## src/rtl/game_pkg.sv

```systemverilog
// ---------------------------------------------------------------------------
// game_pkg
// Shared definitions for the tic-tac-toe match logic: board width, the
// match-state encoding seen by the game manager and display path, the eight
// winning line masks, and helpers to detect a line and count occupied cells.
// Grid bit index = 3*row + col.
// ---------------------------------------------------------------------------
package game_pkg;

    localparam int GRID_W = 9;

    typedef enum logic [2:0] {
        P1_TURN = 3'd0,
        P2_TURN = 3'd1,
        P1_WIN  = 3'd2,
        P2_WIN  = 3'd3,
        DRAW    = 3'd4
    } game_state_t;

    // Rows, columns, then the two diagonals.
    localparam logic [7:0][GRID_W-1:0] WIN_MASKS = {
        9'h054, 9'h111,
        9'h124, 9'h092, 9'h049,
        9'h1C0, 9'h038, 9'h007
    };

    // True when every cell of at least one line is held in this grid.
    function automatic logic has_line(input logic [GRID_W-1:0] grid);
        logic hit;
        hit = 1'b0;
        for (int i = 0; i < 8; i++) begin
            if ((grid & WIN_MASKS[i]) == WIN_MASKS[i]) begin
                hit = 1'b1;
            end
        end
        return hit;
    endfunction

    // Number of occupied cells in a grid (0..9).
    function automatic logic [3:0] popcount9(input logic [GRID_W-1:0] grid);
        logic [3:0] n;
        n = '0;
        for (int i = 0; i < GRID_W; i++) begin
            n = n + {3'b000, grid[i]};
        end
        return n;
    endfunction

endpackage

```

## src/rtl/game_status_if.sv

```systemverilog
// ---------------------------------------------------------------------------
// game_status_if
// Bundles the game-manager side signals of game_status.
//   btns_gs      raw centre button (asynchronous, bouncy)
//   p1Grid_gs    player 1 occupancy grid
//   p2Grid_gs    player 2 occupancy grid
//   gameState_gs registered match state (game_pkg encoding)
// master = game manager / driver, slave = game_status.
// ---------------------------------------------------------------------------
interface game_status_if;
    import game_pkg::*;

    logic              btns_gs;
    logic [GRID_W-1:0] p1Grid_gs;
    logic [GRID_W-1:0] p2Grid_gs;
    logic [2:0]        gameState_gs;

    modport master (
        output btns_gs,
        output p1Grid_gs,
        output p2Grid_gs,
        input  gameState_gs
    );

    modport slave (
        input  btns_gs,
        input  p1Grid_gs,
        input  p2Grid_gs,
        output gameState_gs
    );

endinterface

```

## src/rtl/debounce_filter.sv

```systemverilog
// ---------------------------------------------------------------------------
// debounce_filter
// Two-flop synchronizer followed by a consecutive-mismatch counter. The
// debounced level only follows the synchronized input once they have
// disagreed for DEBOUNCE_CYCLES clocks in a row; any agreement restarts the
// count, so short glitches never reach the output.
// Ports:
//   clk      system clock (rising edge)
//   rst      synchronous active-high reset
//   btn_raw  asynchronous raw button
//   db       debounced level
// ---------------------------------------------------------------------------
module debounce_filter #(
    parameter int DEBOUNCE_CYCLES = 500000
) (
    input  logic clk,
    input  logic rst,
    input  logic btn_raw,
    output logic db
);

    localparam int CNT_W = $clog2(DEBOUNCE_CYCLES) + 1;
    localparam logic [CNT_W-1:0] CNT_LAST = CNT_W'(DEBOUNCE_CYCLES - 1);

    logic             sync1;
    logic             sync2;
    logic [CNT_W-1:0] count;

    // The flip happens on the clock where the count is already at its last
    // value and the mismatch persists, giving exactly DEBOUNCE_CYCLES
    // mismatching clocks before the level changes.
    always_ff @(posedge clk) begin
        if (rst) begin
            sync1 <= 1'b0;
            sync2 <= 1'b0;
            count <= '0;
            db    <= 1'b0;
        end else begin
            sync1 <= btn_raw;
            sync2 <= sync1;
            if (sync2 == db) begin
                count <= '0;
            end else if (count == CNT_LAST) begin
                db    <= sync2;
                count <= '0;
            end else begin
                count <= count + 1'b1;
            end
        end
    end

endmodule

```

## src/rtl/game_status.sv

```systemverilog
// ---------------------------------------------------------------------------
// game_status
// Tracks whose turn it is and whether the match has ended. Each debounced
// press of the centre button re-evaluates the grid of the player to move: a
// move is accepted only if that player's cell count grew since the last
// accepted move, after which a line wins, a full board draws, and otherwise
// the turn passes. Win and draw states hold until reset.
// Ports:
//   clk_gs  system clock (rising edge)
//   rst_gs  synchronous active-high reset
//   gs      game_status_if.slave: btns_gs, p1Grid_gs, p2Grid_gs in,
//           gameState_gs out (registered)
// ---------------------------------------------------------------------------
module game_status
    import game_pkg::*;
#(
    parameter int DEBOUNCE_CYCLES = 500000
) (
    input  logic         clk_gs,
    input  logic         rst_gs,
    game_status_if.slave gs
);

    logic        db;
    logic        db_d;
    logic        press;
    logic        board_full;
    logic [3:0]  pop1;
    logic [3:0]  pop2;
    logic [3:0]  cnt1;
    logic [3:0]  cnt2;
    game_state_t state;

    debounce_filter #(
        .DEBOUNCE_CYCLES(DEBOUNCE_CYCLES)
    ) u_debounce (
        .clk     (clk_gs),
        .rst     (rst_gs),
        .btn_raw (gs.btns_gs),
        .db      (db)
    );

    // One-cycle pulse on the rising edge of the debounced level only.
    assign press      = db & ~db_d;
    assign pop1       = popcount9(gs.p1Grid_gs);
    assign pop2       = popcount9(gs.p2Grid_gs);
    assign board_full = ((gs.p1Grid_gs | gs.p2Grid_gs) == 9'h1FF);

    // cnt1/cnt2 remember each player's cell count at their last accepted
    // move, so a press without a new mark (e.g. on an occupied cell) is
    // rejected and the same player keeps the turn. A line is checked before
    // the full board so a winning final move is never scored as a draw.
    always_ff @(posedge clk_gs) begin
        if (rst_gs) begin
            state <= P1_TURN;
            cnt1  <= '0;
            cnt2  <= '0;
            db_d  <= 1'b0;
        end else begin
            db_d <= db;
            if (press) begin
                case (state)
                    P1_TURN: begin
                        if (pop1 > cnt1) begin
                            cnt1 <= pop1;
                            if (has_line(gs.p1Grid_gs)) begin
                                state <= P1_WIN;
                            end else if (board_full) begin
                                state <= DRAW;
                            end else begin
                                state <= P2_TURN;
                            end
                        end
                    end
                    P2_TURN: begin
                        if (pop2 > cnt2) begin
                            cnt2 <= pop2;
                            if (has_line(gs.p2Grid_gs)) begin
                                state <= P2_WIN;
                            end else if (board_full) begin
                                state <= DRAW;
                            end else begin
                                state <= P1_TURN;
                            end
                        end
                    end
                    P1_WIN, P2_WIN, DRAW: begin
                        state <= state;
                    end
                    default: begin
                        state <= P1_TURN;
                    end
                endcase
            end
        end
    end

    assign gs.gameState_gs = state;

endmodule

```

## src/flat_wrapper.sv

```systemverilog
// flat-port wrapper written by rule: the top's interface ports become plain ports
module game_status_flat import game_pkg::*;
#(
    parameter int DEBOUNCE_CYCLES = 500000
)
  (clk_gs, rst_gs, gs_btns_gs, gs_p1Grid_gs, gs_p2Grid_gs, gs_gameState_gs);
  game_status_if gs_i ();
  input  logic clk_gs;
  input  logic rst_gs;
  input wire logic [$bits(gs_i.btns_gs)-1:0] gs_btns_gs;
  input wire logic [$bits(gs_i.p1Grid_gs)-1:0] gs_p1Grid_gs;
  input wire logic [$bits(gs_i.p2Grid_gs)-1:0] gs_p2Grid_gs;
  output wire logic [$bits(gs_i.gameState_gs)-1:0] gs_gameState_gs;
  assign gs_i.btns_gs = gs_btns_gs;
  assign gs_i.p1Grid_gs = gs_p1Grid_gs;
  assign gs_i.p2Grid_gs = gs_p2Grid_gs;
  assign gs_gameState_gs = gs_i.gameState_gs;
  game_status #(.DEBOUNCE_CYCLES(DEBOUNCE_CYCLES)) u_core (.clk_gs(clk_gs), .rst_gs(rst_gs), .gs(gs_i));
endmodule
```

## config.mk

```make
export PLATFORM = sky130hd
export DESIGN_NAME = game_status_flat
export DESIGN_NICKNAME = d
export VERILOG_FILES = /design/src/rtl/game_pkg.sv /design/src/rtl/game_status_if.sv /design/src/rtl/debounce_filter.sv /design/src/rtl/game_status.sv /design/src/flat_wrapper.sv
export SDC_FILE = /design/constraint.sdc
export NUM_CORES = 1
export LEC_CHECK = 0
export CORE_ASPECT_RATIO = 1.25
export CORE_MARGIN = 4
export CORE_UTILIZATION = 61
export CTS_CLUSTER_DIAMETER = 80
export DETAILED_ROUTE_END_ITERATION = 16
export HOLD_SLACK_MARGIN = 0.06
export PLACE_DENSITY = 0.87
export SYNTH_ARGS = -nofsm -noshare
export SYNTH_HDL_FRONTEND = slang
export SYNTH_SLANG_ARGS = --single-unit
```

## constraint.sdc

```tcl
create_clock -name clk_gs -period 12.7 [get_ports clk_gs]
set_input_delay 1.905 -clock clk_gs [delete_from_list [all_inputs] [get_ports clk_gs]]
set_output_delay 1.905 -clock clk_gs [all_outputs]
set_load 0.02 [all_outputs]
```

==> out/metrics.yaml <==
timing:
  slew_headroom_pct: 57.1
  fin_skew_ns: 0.00609
  maxSlewViolCount: 0
  worst_slew_pin_slew_ns: 0.643
  finalHoldViolCount: 0
  clock.fmax_mhz: 163
  fin_crit_sh_pct: 48.4
  setup_ws_ns: 6.55
  setup_viol: 0
  finalSetupTns_ns: 0
  min_period_ns: 6.15
  rsz0062_at_grt: "no"
worst_setup_path:
  r2r_slack_ns: 10.72
  r2r_cells: 5
  cp_max_fo: 4
  r2r-end: "u_core.u_debounce.count[13]$_SDFF_PP0_"
  start_kind: "primary input"
  critical_path_class: "primary input to flop"
  r2r_start: "u_core.u_debounce.count[0]$_SDFF_PP0_"
  arrival_ns: 6.31
  required_ns: 12.86
  crit_path_end_kind: "flop"
placed_design:
  dp_hpwl_um: 3440
  port_buffers: 23
  globalplace.congestion: 0.783
  dpl_worst_slack_ns: 6.23
yosys:
  synth_top_area_share_pct: 30.0
  syn-num-nets: 312
  synth_cell_types: 44
  synthTopCellsByCount: "nor2_1, dfxtp_1, inv_1"
  ys_seq_area_share_pct: 30.0
  synth.most_common_cell: "nor2_1"
  ys_async_sr_fraction_pct: 0
  synth_area_leaders: "dfxtp_1, ha_1, fa_1"
  netlist_area_um2: 2330
  yosys.area.top_type: "dfxtp_1"
  synth_area_per_cell_um2: 8.98
  synthCells: 260
  ys_warn_count: 0
  ys_ff_latch: 35
  synthFlopType: "dfxtp_1"
  synth_edf_count: 0
power:
  power.static_leakage_nw: 1.08
  p_per_area_nw_per_um2: 109
  peakVddDrop_mv: 0.120
floorplanning:
  core.rowCount: 24
  core_um2: 3570
  dieWidth_um: 63.3
  ios: 24
  fp.dieH_um: 77.2
  die-area_um2: 4890
  start_util_pct: 65.3
detailed_routing:
  vias_per_cell: 5.78
  dr.pass1.iters: 4
  wl_per_cell_um: 13.7
  wirelength_um: 4440
  vias: 1877
  drt_iter0_drc: 120
  ant_nets: 0
  drc: 0
global_routing:
  grt_pass1_wl_um: 8020
  grt_usage_pct: 20.1
  antenna_found_initial: 0
  grt_pass1_vias: 1927
  overflow: 0
  grt_max_degree: 21
clock_tree:
  post_cts_buffers: 0
  clk_pin_slew_worst_paths_ns: 0.07
  root_buffer: "clkbuf_8"
  cts_max_path_buffers: 2
  clk_latency_ns: 0.29
  cts_made_buffers: 5
  cts_tree: "built"
  cts.htree.levels: 2
  ctsHoldBuffers: 0
  cts_resized: 0
  cts_sinks: 35
cells_and_area:
  area_growth_pct: 15.0
  antennaDiodeCount: 0
  drive_gt1_share_pct: 3.85
  num-nets-final: 338
worst_hold_path:
  holdPathEnd: "u_core.u_debounce.sync2$_SDFF_PP0_"
  min_delay_path_depth: 1
  min_path_type: "flop to flop"
  hold_start: "u_core.u_debounce.sync1$_SDFF_PP0_"
status:
  status: "finished, final reports clean"
run:
  max_cap_viol_count: 0
[logic make-up (layout without fill, tap and decap cells)]
logic type | Yosys count | after routing | synth area share [%]
compound gates | 42 | 42 | 14.2
xor+xnor | 21 | 21 | 7.88
fa+ha+maj | 31 | 31 | 19.8
buf+inv | 37 | 63 | 6.06
flops | 35 | 35 | 30.0
mux | 7 | 7 | 3.00
simple gates | 87 | 87 | 19.0
[placed cells by master (no fill, tap or decap), types with 3 or more instances in the layout]
master	n
xor2_1	10
dfxtp_1	35
nor2b_1	5
a22oi_1	7
mux2i_1	7
o22a_1	4
and4_1	3
nand4_1	7
nor2_1	37
nor4_1	4
a21oi_1	8
clkbuf_8	6
xnor2_1	11
nor3_1	4
ha_1	21
a21o_1	4
fa_1	10
a211oi_1	3
clkdlybuf4s50_1	23
nand2b_1	3
nand3_1	9
inv_1	33
nand2_1	6
[through the flow]
step	cell area, um^2	cells	hold slack (ns)	total power [mW]	utilization [%]
floorplan	2330	260	0.414	0.189	-
global placement	2600	318	0.427	0.212	72.7
detailed placement	2600	318	0.432	0.216	72.7
CTS	2680	325	0.443	0.297	75.1
global route	2680	325	0.453	0.315	75.1
finish	2680	325	0.434	0.293	75.1
[power by group]
part	total, mW	leakage [nW]	switching (mW)	internal, mW
combinational	0.103	0.750	0.0558	0.0474
sequential	0.110	0.282	0.000238	0.110
clock	0.0793	0.0470	0.0368	0.0425
[layer usage]
| metal | global-route usage (%) | share of wire (%) | up-vias |
|---|---|---|---|
| li1 | - | - | 954 |
| met1 | 22.3 | 43 | 870 |
| met2 | 34.7 | 50 | 48 |
| met3 | 5.41 | 5.6 | 5 |
| met4 | 9.94 | 1.7 | 0 |
| met5 | 0 | 0 | - |
[worst max-delay path, stage by stage]
cell and delay [ns]:
clkdlybuf4s50_1 0.48, ha_1 0.31, inv_1 0.04, fa_1 0.49, fa_1 0.42, fa_1 0.48
inv_1 0.05, ha_1 0.20, fa_1 0.49, ha_1 0.33, nor2b_1 0.15, o211ai_1 0.15
a2111oi_4 0.50, mux2i_1 0.24, nor2_1 0.05
[worst max-delay path by stage]
stage	start	end	slack [ns]	cells after the start
3_3_place_gp	gs_p2Grid_gs[0]	u_core.cnt2[3]$_SDFFE_PP0P_	6.31	15
3_5_place_dp	gs_p2Grid_gs[0]	u_core.cnt2[0]$_SDFFE_PP0P_	6.23	15
2_1_floorplan	gs_p2Grid_gs[0]	u_core.cnt2[0]$_SDFFE_PP0P_	7.00	14
4_1_cts	gs_p2Grid_gs[0]	u_core.cnt2[0]$_SDFFE_PP0P_	6.52	15
6_report	gs_p2Grid_gs[0]	u_core.cnt2[3]$_SDFFE_PP0P_	6.55	15
5_1_grt	gs_p2Grid_gs[0]	u_core.cnt2[1]$_SDFFE_PP0P_	6.31	15
[final cells by class]
class	instances	area [um^2]
Clock buffer	6	82.6
Clock inverter	1	5.00
Fill cell	276	890
Inverter	33	124
Multi-Input combinational cell	188	1490
Sequential cell	35	701
Tap cell	39	48.8
Timing Repair Buffer	23	230
[flip-flops by register name, summed over array words and instances (netlist names)]
register	cells
u_core.cnt1	4
u_core.cnt2	4
u_core.db_d	1
u_core.gs.gameState_gs	3
u_core.u_debounce.count	20
u_core.u_debounce.db	1
u_core.u_debounce.sync1	1
u_core.u_debounce.sync2	1
No activity file was read; power rests on OpenSTA's default activity.
